**src/rtl/xor_arbiter_pkg.sv**
```systemverilog
// Shared constants and types for the XOR arbiter and its bench.
package xor_arbiter_pkg;

  localparam int NUM_REQ = 4;
  localparam int ID_W    = 2;
  localparam int CNT_W   = 16;

  typedef enum logic [0:0] {
    IDLE = 1'b0,
    RESP = 1'b1
  } state_e;

  // Encode a one-hot grant vector into a requester index (zero if empty).
  function automatic logic [ID_W-1:0] onehot_to_idx(input logic [NUM_REQ-1:0] oh);
    logic [ID_W-1:0] idx;
    idx = '0;
    for (int i = 0; i < NUM_REQ; i++) begin
      if (oh[i]) idx = ID_W'(i);
    end
    return idx;
  endfunction

endpackage

```
**src/rtl/xor_rr_pick.sv**
```systemverilog
// Round-robin picker: one-hot grant to the first valid requester after last_grant.
module xor_rr_pick
  import xor_arbiter_pkg::*;
(
  input  logic [NUM_REQ-1:0] req_valid,
  input  logic [ID_W-1:0]    last_grant,
  output logic [NUM_REQ-1:0] grant,
  output logic               any_grant
);

  logic [ID_W-1:0] idx;

  // Walk requesters starting one past last_grant, wrapping 3->0; first valid wins.
  always_comb begin
    // NOTE: every output of a combinational block gets a default first, so no path leaves it unassigned and no latch is inferred.
    grant     = '0;
    idx       = '0;
    any_grant = |req_valid;
    for (int k = 1; k <= NUM_REQ; k++) begin
      idx = last_grant + ID_W'(k);
      if (grant == '0 && req_valid[idx]) grant[idx] = 1'b1;
    end
  end

endmodule

```
**src/rtl/xor_arbiter.sv**
```systemverilog
// Four-requester round-robin arbiter in front of a single shared XOR unit.
// One operation is in flight at a time: IDLE grants, RESP holds the result.
module xor_arbiter
  import xor_arbiter_pkg::*;
#(
  parameter int WIDTH = 8
) (
  input  logic                     clk,
  input  logic                     rst_n,
  input  logic [NUM_REQ-1:0]       req_valid,
  output logic [NUM_REQ-1:0]       req_ready,
  input  logic [NUM_REQ*WIDTH-1:0] req_a,
  input  logic [NUM_REQ*WIDTH-1:0] req_b,
  output logic                     rsp_valid,
  input  logic                     rsp_ready,
  output logic [WIDTH-1:0]         rsp_data,
  output logic [ID_W-1:0]          rsp_id,
  output logic [CNT_W-1:0]         op_count
);

  state_e            state_q, state_d;
  logic [WIDTH-1:0]  rsp_data_q, rsp_data_d;
  logic [ID_W-1:0]   rsp_id_q, rsp_id_d;
  logic [ID_W-1:0]   last_grant_q, last_grant_d;
  logic [CNT_W-1:0]  op_count_q, op_count_d;

  logic [NUM_REQ-1:0] pick_grant;
  logic               pick_any;
  logic               grant_en;
  logic [WIDTH-1:0]   sel_a, sel_b, xor_res;

  xor_rr_pick u_pick (
    .req_valid  (req_valid),
    .last_grant (last_grant_q),
    .grant      (pick_grant),
    .any_grant  (pick_any)
  );

  // Grants are only offered in IDLE and never while reset is held.
  assign grant_en  = rst_n && (state_q == IDLE);
  assign req_ready = grant_en ? pick_grant : '0;

  // Shared XOR unit: OR-mux the granted requester's operands (grant is one-hot).
  always_comb begin
    sel_a = '0;
    sel_b = '0;
    for (int i = 0; i < NUM_REQ; i++) begin
      if (pick_grant[i]) begin
        sel_a = sel_a | req_a[i*WIDTH +: WIDTH];
        sel_b = sel_b | req_b[i*WIDTH +: WIDTH];
      end
    end
    xor_res = sel_a ^ sel_b;
  end

  // Next-state logic: capture on request handshake, release on response handshake.
  always_comb begin
    state_d      = state_q;
    rsp_data_d   = rsp_data_q;
    rsp_id_d     = rsp_id_q;
    last_grant_d = last_grant_q;
    op_count_d   = op_count_q;
    unique case (state_q)
      IDLE: begin
        if (grant_en && pick_any) begin
          rsp_data_d   = xor_res;
          rsp_id_d     = onehot_to_idx(pick_grant);
          last_grant_d = onehot_to_idx(pick_grant);
          state_d      = RESP;
        end
      end
      RESP: begin
        if (rsp_ready) begin
          state_d = IDLE;
          if (op_count_q != '1) op_count_d = op_count_q + 1'b1;
        end
      end
      default: state_d = IDLE;
    endcase
  end

  // State registers with synchronous active-low reset; last_grant=3 gives requester 0 first turn.
  always_ff @(posedge clk) begin
    // NOTE: non-blocking assignments here so every flop samples the pre-edge values of the others.
    if (!rst_n) begin
      state_q      <= IDLE;
      rsp_data_q   <= '0;
      rsp_id_q     <= '0;
      last_grant_q <= ID_W'(NUM_REQ - 1);
      op_count_q   <= '0;
    end else begin
      state_q      <= state_d;
      rsp_data_q   <= rsp_data_d;
      rsp_id_q     <= rsp_id_d;
      last_grant_q <= last_grant_d;
      op_count_q   <= op_count_d;
    end
  end

  assign rsp_valid = (state_q == RESP);
  assign rsp_data  = rsp_data_q;
  assign rsp_id    = rsp_id_q;
  assign op_count  = op_count_q;

endmodule
```
**config.mk**
```make
export PLATFORM = sky130hd
export DESIGN_NAME = xor_arbiter
export DESIGN_NICKNAME = d
export VERILOG_FILES = /design/src/rtl/xor_arbiter_pkg.sv /design/src/rtl/xor_rr_pick.sv /design/src/rtl/xor_arbiter.sv
export SDC_FILE = /design/constraint.sdc
export NUM_CORES = 1
export LEC_CHECK = 0
export BUFFER_PORTS_ARGS = -buffer_cell sky130_fd_sc_hd__buf_2
export CAP_MARGIN = 20
export CORE_UTILIZATION = 51
export CTS_CLUSTER_DIAMETER = 40
export DETAILED_ROUTE_END_ITERATION = 10
export GPL_ROUTABILITY_DRIVEN = 0
export HOLD_SLACK_MARGIN = 0.08
export PLACE_DENSITY = 0.92
export SYNTH_ARGS = -nofsm -noshare
export SYNTH_HDL_FRONTEND = slang
export SYNTH_SLANG_ARGS = --single-unit
```
**constraint.sdc**
```tcl
create_clock -name clk -period 4.2 [get_ports clk]
set_clock_uncertainty 0.2 [all_clocks]
set_input_delay 0.84 -clock clk [delete_from_list [all_inputs] [get_ports clk]]
set_output_delay 0.84 -clock clk [all_outputs]
set_load 0.02 [all_outputs]
```
==> impl_metrics.yaml <==
yosys:
  syn_area_sq_mm: 0.00283
  yosysWarnings: 0
  syn_inst: 335
  synth_top_cells_by_area: "dfxtp_1 21%, a21oi_1 9.2%, a22o_1 5.0%"
  synth_edf_count: 0
  synth_top_area_cell: "dfxtp_1"
  yosys_most_used_dff: "dfxtp_1"
  synth_area_per_cell_sq_um: 8.44
  yosysSeqAreaShare_pct: 20.5
  synth_top_area_share_pct: 20.5
  yosysUniqueCellTypes: 55
  async_flop_share_pct: 0
  synth_most_common_cell: "a21oi_1"
  syn_nets: 415
  netlist_top_cells_count: "52 x a21oi_1, 29 x dfxtp_1, 28 x nand2_1, 21 x inv_1, 20 x nor2b_1"
  ys_ff_latch: 29
cts:
  cts_tree: "built"
  cts_root_buf: "clkbuf_8"
  insertion_delay_ns: 0.28
  clock-sinks: 29
  cts_max_level: 2
  cts_hold_buf: 0
  path_clk_slew_ns: 0.06
  cts_max_path_buffers: 2
  cts_buffers: 5
critical_path:
  rrSetupSlack_ns: 0.29
  crit_type: "register to primary output"
  critPathArrivalTime_ns: 3.08
  required_ns: 3.16
  r2r_start: "last_grant_q[0]"
  r2r_cells: 13
  rr_endpoint: "rsp_data[5]"
  critPathMaxFanout: 18
  start_kind: "register"
  end_kind: "primary output"
power:
  vdd_ir_drop_max_mv: 0.344
  power.density_mw_per_mm2: 758
  p_leak_nw: 1.71
worst_hold_path:
  hp-start: "rsp_data[4]"
  hp-class: "register to register"
  min_to: "rsp_data[4]"
  whs_path_depth: 1
cells_and_area:
  nNetsFinal: 525
  syn_to_final_growth_pct: 27.2
  diodes: 0
  fin_util_pct: 68.7
  drive_above_1_share_pct: 35.9
  finalNonFillerCells: 516
placed_design:
  dp.cells: 506
  dp_hpwl_um: 6440
  io_buffer_count: 101
grt:
  gr-total-overflow: 0
  antenna_found_initial: 0
  grt_pass1_wl_um: 13800
  grt_use_total_pct: 28.8
  grt_pass1_vias: 3044
  grt_max_degree: 27
timing:
  rsz0062_at_grt: "true"
  finalSetupViolCount: 0
  worst_pin_slew_ns: 0.580
  slew_violations: 0
  max_freq_mhz: 242
  holdWs_ns: 0.263
  min_period_over_period_pct: 98.2
  fin_tns_setup_ns: 0
  finalHoldViolations: 0
  fin_crit_ns: 4.12
  relSlewSlack_pct: 61.2
drt:
  vias_per_cell: 6.15
  first_pass_iters: 4
  drt.antenna.violating_nets: 0
  routedWlPerCell_um: 16.8
  first_iter_violations: 160
  route.detailed.drc: 0
  wirelength_um: 8680
  vias: 3173
floorplanning:
  fp.dieH_um: 76.5
  initial_core_util_pct: 54.0
  die_area_sq_mm: 0.00585
  io_pins: 102
  core_area_sq_mm: 0.00524
  chipWidth_um: 76.5
  rows: 26
run_status:
  status: "finished clean"
run:
  maxCapViolations: 0
==> report_power, final <==
part           switching [mW]  internal [mW]
clock network           0.112          0.193
registers              0.0307          0.324
logic                    1.20          0.863
==> cell families (layout without fill, tap and decap cells) <==
family | Yosys count | after routing | share of synthesized area (%)
flops | 29 | 29 | 20.5
buf+inv | 35 | 146 | 5.97
xor+xnor | 14 | 14 | 4.33
compound gates | 122 | 122 | 35.4
simple gates | 119 | 119 | 25.5
fa+ha+maj | 9 | 9 | 3.98
mux | 7 | 7 | 4.33
==> registers in the layout (all words and copies together), names as in the netlist <==
name	flops
last_grant_q	2
rsp_data	8
rsp_valid	1
rsp_id	2
op_count	16
==> stage by stage <==
step	setup WS, ns	total power [mW]	instance area, sq um
2_1_floorplan	0.0874	1.88	2830
3_3_place_gp	-0.00731	2.25	3450
3_5_place_dp	-0.0732	2.32	3450
4_1_cts	0.00933	2.65	3570
5_1_grt	-0.103	2.91	3600
6_report	0.0761	2.72	3600
==> worst max-delay path by stage <==
stage | startpoint | endpoint | slack, ns | cells after the start
2_1_floorplan | last_grant_q[0] | req_ready[0] | 0.09 | 11
4_1_cts | last_grant_q[0] | req_ready[1] | 0.009 | 10
6_report | last_grant_q[0] | req_ready[1] | 0.08 | 10
5_1_grt | last_grant_q[0] | req_ready[1] | -0.10 | 10
3_3_place_gp | req_valid[1] | req_ready[3] | -0.007 | 10
3_5_place_dp | req_valid[1] | req_ready[3] | -0.07 | 10
==> placed cells by master (no fill, tap or decap), types with 2 or more instances in the layout <==
master / synthesis / layout
a21oi_1: 52 / 52
a221oi_1: 7 / 7
a221oi_2: 8 / 8
a22o_1: 16 / 16
a22oi_2: 2 / 4
a311oi_1: 8 / 8
a32o_1: 8 / 8
and2_1: 19 / 19
and3_1: 2 / 2
and4_1: 3 / 3
buf_2: 6 / 101
buf_4: 0 / 14
clkbuf_8: 0 / 6
dfxtp_1: 29 / 29
ha_1: 9 / 9
inv_1: 21 / 21
mux2_2: 2 / 2
mux4_2: 4 / 4
nand2_1: 28 / 27
nand2_4: 2 / 2
nand2b_1: 2 / 2
nand3_1: 10 / 10
nand4_1: 3 / 3
nor2_1: 11 / 11
nor2b_1: 20 / 20
nor3_4: 3 / 3
o21ai_0: 3 / 3
o311ai_4: 2 / 2
or3_1: 9 / 9
xnor2_1: 9 / 9
xor2_1: 5 / 5
==> layer usage <==
layer  track usage, %  vias up  wire length [um]  part of all wire (%)
li1                 -     1482                 -                     -
met1             32.8     1501              3450                    40
met2             53.1      168              4410                    51
met3             5.03       22               634                   7.3
met4             11.0        0               187                   2.2
met5                0        -                 0                     0
==> critical path, cell delays in order (launching register included) <==
cell and delay, ns:
dfxtp_1 0.43, inv_1 0.16, ha_1 0.41, mux2_2 0.40
a22oi_2 0.26, nand2_2 0.18, o311ai_4 0.36, buf_6 0.25
nor2_1 0.07, nor2_1 0.09, buf_2 0.18
==> what timing repair did <==
action | in CTS | in global routing
resized for setup | 0 | 4
setup buffers | 1 | 1
endpoints found under the setup margin | 1 | 3
pin swaps | 1 | 1
==> layout make-up <==
class,count,area [sq um]
Fill cell,426,1640
Timing Repair Buffer,117,642
Inverter,21,78.8
Clock buffer,7,86.3
Clock inverter,1,30.0
Multi-Input combinational cell,271,2090
Sequential cell,29,581
Tap cell,70,87.6
Power figures use the tool's default switching activity.
